===== config.mk =====
export PLATFORM = sky130hd
export DESIGN_NAME = ehl_fifo_rc
export DESIGN_NICKNAME = d
export VERILOG_FILES = /design/src/rtl/ehl_fifo_rc.sv
export SDC_FILE = /design/constraint.sdc
export NUM_CORES = 1
export LEC_CHECK = 0
export ABC_AREA = 1
export BUFFER_PORTS_ARGS = -buffer_cell sky130_fd_sc_hd__buf_2
export CAP_MARGIN = 20
export CORE_AREA = 2 2 52 54
export CTS_BUF_LIST = sky130_fd_sc_hd__clkbuf_4
export DETAILED_ROUTE_END_ITERATION = 8
export DIE_AREA = 0 0 54 56
export MAX_ROUTING_LAYER = met4
export PLACE_DENSITY = 0.74
export RECOVER_POWER = 100
export SYNTH_ARGS = -nofsm -noshare
export SYNTH_HDL_FRONTEND = slang
export SYNTH_SLANG_ARGS = --single-unit

===== constraint.sdc =====
create_clock -name rclk -period 3.1 [get_ports rclk]
set_input_delay 0.465 -clock rclk [delete_from_list [all_inputs] [get_ports rclk]]
set_output_delay 0.465 -clock rclk [all_outputs]
set_load 0.01 [all_outputs]

===== src/rtl/ehl_fifo_rc.sv =====
// Read-side control of a multi-lane async FIFO: read pointers, fill-level flags and read credit.
// All logic runs on rclk; wptr_gray arrives already synchronized into this domain.
module ehl_fifo_rc #(
  parameter int FIFO_ADR_WIDTH = 5,
  parameter int FIFO_CNT       = 1,
  parameter int WC_CNT         = 1,
  parameter int RC_CNT         = 1,
  parameter int FIFO_DEPTH     = 32,
  localparam int RA_W = (FIFO_DEPTH == 1) ? 1 : FIFO_ADR_WIDTH,
  localparam int CR_W = $clog2(FIFO_CNT * FIFO_DEPTH) + 1,
  localparam int RW   = FIFO_ADR_WIDTH + 1
) (
  input  logic                rclk,
  input  logic                reset,
  input  logic                rd,
  input  logic                clr_uf,
  input  logic [RW-1:0]       wptr_gray,
  output logic [RW-1:0]       rptr_gray,
  output logic [RA_W-1:0]     raddr,
  output logic [FIFO_CNT-1:0] rsel,
  output logic                r_valid,
  output logic                r_empty,
  output logic                r_aempty,
  output logic                r_afull,
  output logic                r_full,
  output logic                r_underflow,
  output logic [CR_W-1:0]     read_credit
);

  localparam int LW   = $clog2(FIFO_CNT);
  localparam int INCR = (RC_CNT == 1 && FIFO_CNT > 1) ? 1 : FIFO_CNT;
  localparam logic [CR_W-1:0] INCR_C  = CR_W'(INCR);
  localparam logic [CR_W-1:0] TOTAL_C = CR_W'(FIFO_CNT * FIFO_DEPTH);

  logic [CR_W-1:0]     r_raddr_bin;
  logic [RW-1:0]       r_rptr_gray;
  logic [CR_W-1:0]     w_raddr_nxt;
  logic [RW-1:0]       w_row_nxt;
  logic [RW-1:0]       w_wptr_bin;
  logic [CR_W-1:0]     w_credit;
  logic [FIFO_CNT-1:0] w_lptr;
  logic                w_empty;
  logic                w_acc;

  always_comb begin
    w_wptr_bin = '0;
    for (int i = 0; i < RW; i++) begin
      w_wptr_bin[i] = ^(wptr_gray >> i);
    end
  end

  // Rows are scaled to entries so both pointers share one modulo-2N space; MSB separates full/empty.
  assign w_credit    = (CR_W'(w_wptr_bin) << LW) - r_raddr_bin;
  assign w_empty     = w_credit < INCR_C;
  assign w_acc       = rd & ~w_empty;
  assign w_raddr_nxt = r_raddr_bin + INCR_C;
  assign w_row_nxt   = RW'(w_raddr_nxt >> LW);

  if (FIFO_CNT == 1) begin : g_lptr_one
    assign w_lptr = 1'b1;
  end else if (INCR == 1) begin : g_lptr_walk
    assign w_lptr = {{(FIFO_CNT-1){1'b0}}, 1'b1} << r_raddr_bin[LW-1:0];
  end else begin : g_lptr_all
    assign w_lptr = '1;
  end

  if (FIFO_DEPTH == 1) begin : g_raddr_zero
    assign raddr = 1'b0;
  end else begin : g_raddr_row
    assign raddr = r_raddr_bin[LW +: FIFO_ADR_WIDTH];
  end

  assign rsel        = w_acc ? w_lptr : '0;
  assign rptr_gray   = r_rptr_gray;
  assign read_credit = w_credit;
  assign r_empty     = w_empty;
  assign r_aempty    = w_credit == INCR_C;
  assign r_afull     = w_credit == TOTAL_C - INCR_C;
  assign r_full      = w_credit == TOTAL_C;

  always_ff @(posedge rclk or posedge reset) begin
    if (reset) begin
      r_raddr_bin <= '0;
      r_rptr_gray <= '0;
      r_valid     <= 1'b0;
      r_underflow <= 1'b0;
    end else begin
      r_valid <= w_acc;
      if (w_acc) begin
        r_raddr_bin <= w_raddr_nxt;
      end
      // Row pointer moves only once the last lane of the row has been consumed.
      if (w_acc && w_lptr[FIFO_CNT-1]) begin
        r_rptr_gray <= w_row_nxt ^ (w_row_nxt >> 1);
      end
      if (clr_uf) begin
        r_underflow <= 1'b0;
      end else if (rd && w_empty) begin
        r_underflow <= 1'b1;
      end
    end
  end

`ifndef SYNTHESIS
  always @(posedge rclk) begin
    if (!reset && rd && w_empty && !clr_uf) begin
      $display("ehl_fifo_rc (w%0d/r%0d lanes): underflow, read while empty at %0t",
               WC_CNT, RC_CNT, $time);
    end
  end
`endif

endmodule


After elaboration in Yosys (flattened, before gate mapping)
Index checks and enable logic that the tools add are counted.
{"block": "totals", "out_inout_bits": 24, "inputBits": 10, "reg_bits": 14}
{"block": "classes", "add_sub_neg": 2, "eq_ne": 3, "reduce_logical": 8, "n_bitwise": 3, "magnitude_cmp": 1, "mux": 3}
{"op": "parity 6 bit", "count": 6}
{"op": "adder 6 x 1 -> 6 bit, second input constant", "count": 1}
{"op": "equality test 6 x 1 -> 1 bit, second input constant", "count": 1}
{"op": "equality test 6 x 5 -> 1 bit, second input constant", "count": 1}
{"op": "equality test 6 bit, second input constant", "count": 1}
{"op": "< comparator 6 x 1 -> 1 bit, second input constant", "count": 1}
{"op": "subtractor 6 bit", "count": 1}
{"op": "XOR 6 x 5 -> 6 bit", "count": 1}
{"op": "two-way mux 1 bit", "count": 3}
{"op": "nonzero test 2 bit", "count": 1}
{"op": "bitwise AND 1 bit", "count": 1}
{"op": "logical AND 1 bit", "count": 1}
{"op": "inverter 1 bit", "count": 1}

Depth between registers and ports, before layout
Gate-level depths: netlist (run 1).
{"block": "depth", "word_depth": 6, "depth_mapped": 17}

Least setup slack after synthesis (run 1)
No wires, ideal clock.
{"block": "synth_path", "path_kind": "in2out", "startpoint": "input port wptr_gray[5]", "endpoint": "output port r_full", "slack_ns": -0.138, "arrival_ns": 2.773, "cell_stages": 11, "path_buffers": 0, "path_cell_list": "xor2_1 xnor2_1 xor2_1 inv_1 ha_1 fa_1 nand3b_1 nand2_1 xnor2_2 inv_1 nor4_1"}
{"block": "synth_via", "elab_chain_len": 3, "elab_cells_between_ends": 8, "cone_classes": "1 x add/sub; 1 x eq/ne; 6 x reduce/logical"}
{"item": "start: declaration", "line": "17", "rtl": "input logic [RW-1:0] wptr_gray,"}
{"item": "parity 6 bit", "line": "48", "rtl": "w_wptr_bin[i] = ^(wptr_gray >> i);"}
{"item": "subtractor 6 bit (*)", "line": "53", "rtl": "assign w_credit = (CR_W'(w_wptr_bin) << LW) - r_raddr_bin;"}
{"item": "net read_credit[4]", "line": "27", "rtl": "output logic [CR_W-1:0] read_credit"}
{"item": "equality test 6 bit (*)", "line": "79", "rtl": "assign r_full = w_credit == TOTAL_C;"}
{"item": "end: declaration", "line": "25", "rtl": "output logic r_full,"}
The timed path passes the listed nets; every way through them passes the cells marked *.

Final worst setup path (run 1)
{"block": "layout_path", "startpoint": "input port wptr_gray[4]", "endpoint": "output port r_full"}
{"block": "layout_via", "elab_chain_len": 3, "elab_cells_between_ends": 7, "cone_classes": "1 x add/sub; 1 x eq/ne; 5 x reduce/logical"}
{"item": "parity 6 bit", "line": "48"}
{"item": "subtractor 6 bit (*)", "line": "53"}
{"item": "equality test 6 bit (*)", "line": "79"}
Every way passes the cells marked *; elsewhere a longest branch is shown, timed or not.

==> results of run 1 <==
-- power groups by stage --
stage | Clock (mW) | Combinational, mW | Sequential (mW)
6_report | 0.115 | 1.18 | 0.303
2_1_floorplan | 0 | 0.728 | 0.322
4_1_cts | 0.119 | 1.07 | 0.301
5_1_grt | 0.127 | 1.30 | 0.312
3_5_place_dp | 0 | 1.05 | 0.304
3_3_place_gp | 0 | 1.02 | 0.298
-- synthesized netlist by cell type --
cell type,count
nand4_1,1
nand3_4,1
or2_4,1
nor2_1,3
buf_6,2
a21oi_1,3
nor2_4,1
inv_1,23
xor2_1,10
nor3_1,2
nand2_1,43
ha_1,6
nand3_2,1
xnor2_1,7
nand2_4,1
xor2_2,1
clkbuf_1,1
nand3b_1,3
fa_1,1
dfrtp_1,13
nand3_1,15
xnor2_2,1
nor4_1,2
-- metrics by stage --
step / hold slack (ns) / worst slack [ns] / cells / instance area (um^2)
2_1_floorplan: 0.342 / -0.00653 / 142 / 1110
3_3_place_gp: 0.451 / -0.107 / 210 / 1350
3_5_place_dp: 0.455 / -0.184 / 210 / 1350
4_1_cts: 0.207 / -0.0354 / 214 / 1410
5_1_grt: 0.238 / -0.121 / 217 / 1530
6_report: 0.199 / 0.0398 / 217 / 1530
-- registers in the layout, summed over array words and instances (netlist names) --
register     flops
r_underflow      1
r_valid          1
r_raddr_bin      5
rptr_gray        6
-- critical path, stage by stage --
cell	delay (ns)
buf_8	0.10
xor2_4	0.18
xnor2_2	0.16
xor2_1	0.16
inv_1	0.06
ha_2	0.18
fa_2	0.37
nand3b_1	0.18
nand2_2	0.13
xnor2_4	0.17
inv_2	0.08
nor4_4	0.20
buf_2	0.16
-- path summary, 6_finish.rpt --
path,end
setup / recovery,r_full
hold / removal,r_raddr_bin[4]$_DFFE_PP0P_
setup reg to reg,r_raddr_bin[3]$_DFFE_PP0P_
hold reg to reg,rptr_gray[0]$_DFFE_PP0P_
max in group asynchronous,r_underflow$_DFFE_PP0P_
min in group rclk,r_underflow$_DFFE_PP0P_
-- area by class of cell --
type                    instances  area (um^2)
fillers                       200          905
multi-input cells             103          778
flip-flops and latches         13          325
repair buffers                 44          270
inverters                      23         86.3
well taps                      30         37.5
clock buffers                   4         30.0
-- what timing repair did --
item                       4_1_cts  5_1_grt
setup endpoints to repair        6        6
pin swaps                        1        6
gates resized for setup          6       23
setup buffers                    0        3
-- layout by cell type, fill, tap and decap left out, types with 2 or more instances in the layout --
cell type  Yosys  layout
dfrtp_1       13      13
xnor2_1        7       5
xor2_4         0       2
ha_1           6       4
nand3_1       15      15
nor2_1         3       3
clkbuf_4       0       4
xnor2_4        0       2
clkbuf_1       1      12
buf_6          2       4
inv_2          0       4
buf_4          0      12
nor3_2         0       2
a21oi_1        3       3
nand3b_1       3       3
xor2_1        10       8
buf_2          0      15
nand2_1       43      41
nand2_2        0       2
inv_1         23      19
-- cells by family (layout without fill, tap and decap cells) --
family	count (synthesis)	count (layout)	synth area share
AOI/OAI and AO/OA	3	3	0.0138
DFF	13	13	0.299
buffers and inverters	26	71	0.104
and+or+nand+nor	74	74	0.329
adders and majority gates	7	7	0.0875
xor gates and xnor gates	19	19	0.167
-- layer usage --
metal	wire length, um	vias up	track usage
li1	-	529	-
met1	1050	499	0.212
met2	1340	27	0.298
met3	145	4	0.0484
met4	19	0	0.0321
met5	0	-	-
==> results.toml, run 1 <==
[clock_tree]
clock_sinks = 13
clk_path_buf_depth = 2
cts_buffers = 3
cts_tree = "built"
worstSkewPairLatency_ns = 0.28
cts_hold_buf = 0
clk_pin_slew_ns = 0.08
cts_max_level = 1
cts_root_buf = "clkbuf_4"

[power]
powerDensity_nw_per_um2 = 1050
p_int_mw = 0.795
seqPwrFrac = 0.189
switching_power_mw = 0.803
finalPower_mw = 1.60
switching_share = 0.502
power_leakage_nw = 0.783
p_comb_frac = 0.738
vdd_ir_drop_max_uv = 558
clockPowerShare = 0.072

[timing]
final.setup.tns_ns = 0
finalSetupViolations = 0
maxSlewHeadroom = 0.660
tightest_slew_ns = 0.509
hold_viol = 0
finClkSkew_ns = 0.00145
period_needed_ns = 3.06
fmax_mhz = 327
fin_crit_sh = 0.987
rsz0062_at_grt = "true"
final_max_slew_viol_count = 0

[die]
die_x_um = 54
core_um2 = 2430
io-pin-count = 34
die_h_um = 56
start_util = 0.447
rows = 18
dieArea_um2 = 3020

[worst_setup_path]
crit_start = "wptr_gray[4]"
path_max_fanout = 5
end_kind = "output port"
arrival_ns = 2.60
worstPathRequired_ns = 2.63
cp-start-kind = "input port"
r2r-start = "r_raddr_bin[2]$_DFFE_PP0P_"
critPathKind = "in -> out"
reg2reg_slack_ns = 0.93
rr_worst_depth = 10

[logic_synthesis]
synthDistinctLibCells = 23
synth_top_cell_by_area = "dfrtp_1"
synth_fp_nets = 159
syn_area_um2 = 1090
yosys.area.top_type_share = 0.299
synthTopCellsByArea = "dfrtp_1, nand2_1, xor2_1, inv_1, ha_1"
yosys_warnings = 0
yosysSeqAreaShare = 0.299
synth_area_per_cell_um2 = 7.66
ys_seq_elements = 13
synth_cells = 142

[detailed_routing]
finalWirelength_um = 2560
final_antenna_net_count = 0
routed_via_density = 4.88
drc = 0
wl_per_cell_um = 11.8
drt_iter0_drc = 9
drtPass1Iterations = 4
vias = 1059

[global_routing]
globalRouteOverflowTotal = 0
grt_max_degree = 14
grt_pass1_vias = 935
antenna_found_initial = 0
grt_pass1_wl_um = 3970
grt_use_total = 0.178

[final_layout]
final_nets = 205
antennaDiodeCount = 0
post-route-util = 0.628
syn_to_final_growth_pct = 40.5
layout-drive-gt1-share = 0.321

[placement]
gp_congestion = 0.780
io_buffers = 33
hpwl_um = 1900

[outcome]
status = "completed"

[hold_path]
hp-class = "in -> async"

[job]
cap_violations = 0
(Power assumes the default switching activity.)
==> run 2: changes to the inputs <==
--- a/config.mk
+++ b/config.mk
@@ -5,15 +5,14 @@
 export SDC_FILE = /design/constraint.sdc
 export NUM_CORES = 1
 export LEC_CHECK = 0
-export ABC_AREA = 1
 export BUFFER_PORTS_ARGS = -buffer_cell sky130_fd_sc_hd__buf_2
 export CAP_MARGIN = 20
-export CORE_AREA = 2 2 52 54
+export CORE_AREA = 2 2 49 51
 export CTS_BUF_LIST = sky130_fd_sc_hd__clkbuf_4
 export DETAILED_ROUTE_END_ITERATION = 8
-export DIE_AREA = 0 0 54 56
+export DIE_AREA = 0 0 51 53
 export MAX_ROUTING_LAYER = met4
-export PLACE_DENSITY = 0.74
+export PLACE_DENSITY = 0.76
 export RECOVER_POWER = 100
 export SYNTH_ARGS = -nofsm -noshare
 export SYNTH_HDL_FRONTEND = slang
==> results.toml, run 2 <==
[timing]
maxSlewHeadroom = 0.658
fmax_mhz = 272
period_needed_ns = 3.68
tightest_slew_ns = 0.513
hold_viol = 0
finalSetupViolations = 20
final.setup.worst_slack_ns = -0.581
finClkSkew_ns = 0.00149
final_max_slew_viol_count = 0
rsz0062_at_grt = "true"
fin_crit_sh = 1.19

[die]
die_x_um = 51
dieArea_um2 = 2700
rows = 17
die_h_um = 53
core_um2 = 2150
start_util = 0.450
io-pin-count = 34

[final_layout]
final_common_cell = "buf_4"
largest_reg_flops = 6
final_cell_mix = "buf_4, buf_2, dfrtp_1"
stdcell_count = 189
fillers = 166
syn_to_final_growth_pct = 64.0
final_nets = 179
layout-drive-gt1-share = 0.528
antennaDiodeCount = 0

[detailed_routing]
drt_iter0_drc = 3
drc = 0
vias = 953
routed_via_density = 5.04
wl_per_cell_um = 14.2
drtPass1Iterations = 4
finalWirelength_um = 2680
final_antenna_net_count = 0

[worst_setup_path]
r2r-end = "r_underflow$_DFFE_PP0P_"
worstPathRequired_ns = 2.63
reg2reg_slack_ns = 0.49
cp-start-kind = "input port"
r2r-start = "r_raddr_bin[0]$_DFFE_PP0P_"
rr_worst_depth = 10
critPathKind = "in -> out"
path_max_fanout = 3
end_kind = "output port"
arrival_ns = 3.22

[logic_synthesis]
yosys.area.top_type_share = 0.337
synthDistinctLibCells = 26
synth_edf_count = 0
synth_cells = 100
ys.flop_type = "dfrtp_1"
synth_area_per_cell_um2 = 9.66
yosysSeqAreaShare = 0.337
yosysMostFrequentCell = "inv_1"
synth_fp_nets = 117
ys_async_sr_fraction = 1.00
synth_top_cell_by_area = "dfrtp_1"
ys_seq_elements = 13
synth_common_cells = "inv_1, dfrtp_1, xnor2_1, xor2_1"
syn_area_um2 = 966
yosys_warnings = 0
synthTopCellsByArea = "dfrtp_1, xnor2_1, xor2_1, ha_1, mux2_2"

[global_routing]
grt_pass1_wl_um = 4100
grt_max_degree = 14
grt_use_met1 = 0.214
grt_pass1_vias = 944
globalRouteOverflowTotal = 0
grt_use_total = 0.211
antenna_found_initial = 0
grt.busiest_layer = "met2"
grtUsageMet2 = 0.394
use_met3 = 0.0254

[job]
cap_violations = 0

[clock_tree]
worstSkewPairLatency_ns = 0.27
cts_hold_buf = 0
cts_buffers = 3
cts_root_buf = "clkbuf_4"
cts_tree = "built"
clock_sinks = 13
cts_max_level = 1
clk_path_buf_depth = 2
clk_pin_slew_ns = 0.07

[power]
powerDensity_nw_per_um2 = 1390
vdd_ir_drop_max_uv = 1050
finalPower_mw = 2.20
power_leakage_nw = 0.724

[placement]
gp_congestion = 0.819
hpwl_um = 1750
placed_cells = 172
io_buffers = 33

[outcome]
status = "finished with violations"
violations = "negative setup slack"

[hold_path]
hp-class = "in -> async"
==> run 2: kinds of logic after synthesis <==
| group | after synthesis | synth area share |
|---|---|---|
| XOR/XNOR | 23 | 0.209 |
| buffers and inverters | 15 | 0.0622 |
| AO/OA/AOI/OAI | 14 | 0.104 |
| multiplexers | 6 | 0.0699 |
| flip-flops | 13 | 0.337 |
| AND/OR/NAND/NOR | 22 | 0.120 |
| adder cells (fa/ha/maj) | 7 | 0.0984 |
==> run 2: worst max-delay path by stage <==
stage | startpoint | end | slack, ns | cells past startpoint
6_report | wptr_gray[4] | r_aempty | -0.58 | 14
3_3_place_gp | wptr_gray[5] | r_aempty | -0.68 | 14
2_1_floorplan | wptr_gray[5] | rsel | -0.57 | 14
4_1_cts | wptr_gray[4] | r_aempty | -0.58 | 14
3_5_place_dp | wptr_gray[5] | r_aempty | -0.79 | 14
5_1_grt | wptr_gray[4] | rsel | -0.68 | 15
==> run 2: area by class of cell <==
cell class | count | area [um^2] | share of cell area
clock buffer | 4 | 30.0 | 0.0190
inverter | 14 | 55.1 | 0.0348
multi-input combinational | 72 | 752 | 0.475
sequential | 13 | 325 | 0.205
tap | 28 | 35.0 | 0.0221
timing repair buffer | 58 | 387 | 0.244
==> run 2: report_power, final <==
part           leakage [nW]  internal [mW]  switching, mW  total [mW]
Combinational         0.549          0.904          0.850        1.75
Clock                0.0184         0.0586         0.0523       0.111
Sequential            0.157          0.251         0.0856       0.337
Total                 0.724           1.21          0.988        2.20
==> run 2: layer usage <==
layer | vias to the layer above | share of wire
li1 | 452 | -
met1 | 444 | 0.37
met2 | 43 | 0.52
met3 | 14 | 0.059
met4 | 0 | 0.047
met5 | - | 0
==> run 2: what timing repair did <==
item / 4_1_cts / 5_1_grt
pin swaps: 21 / 13
endpoints found under the setup margin: 20 / 21
gates resized for setup: 25 / 7
setup buffers: 11 / 4
==> run 2: worst max-delay path: stages <==
cell and delay [ns]:
buf_8 0.10, xor2_4 0.18, xnor2_2 0.20, xor2_1 0.23
xor2_1 0.25, xor2_1 0.10, ha_2 0.18, fa_2 0.36
xor2_2 0.17, buf_4 0.14, inv_2 0.04, or4_4 0.52
nor3_4 0.12, buf_2 0.14
==> run 2: stage by stage <==
step	setup slack (ns)	util	setup TNS [ns]	hold WS, ns	cell area, um^2
after floorplan	-0.571	-	-6.62	0.342	1050
after global placement	-0.679	0.617	-9.82	0.482	1330
after detailed placement	-0.790	0.617	-11.94	0.493	1330
after CTS	-0.580	0.715	-5.35	0.210	1540
after global routing	-0.681	0.737	-8.60	0.248	1580
final	-0.581	0.737	-5.92	0.207	1580
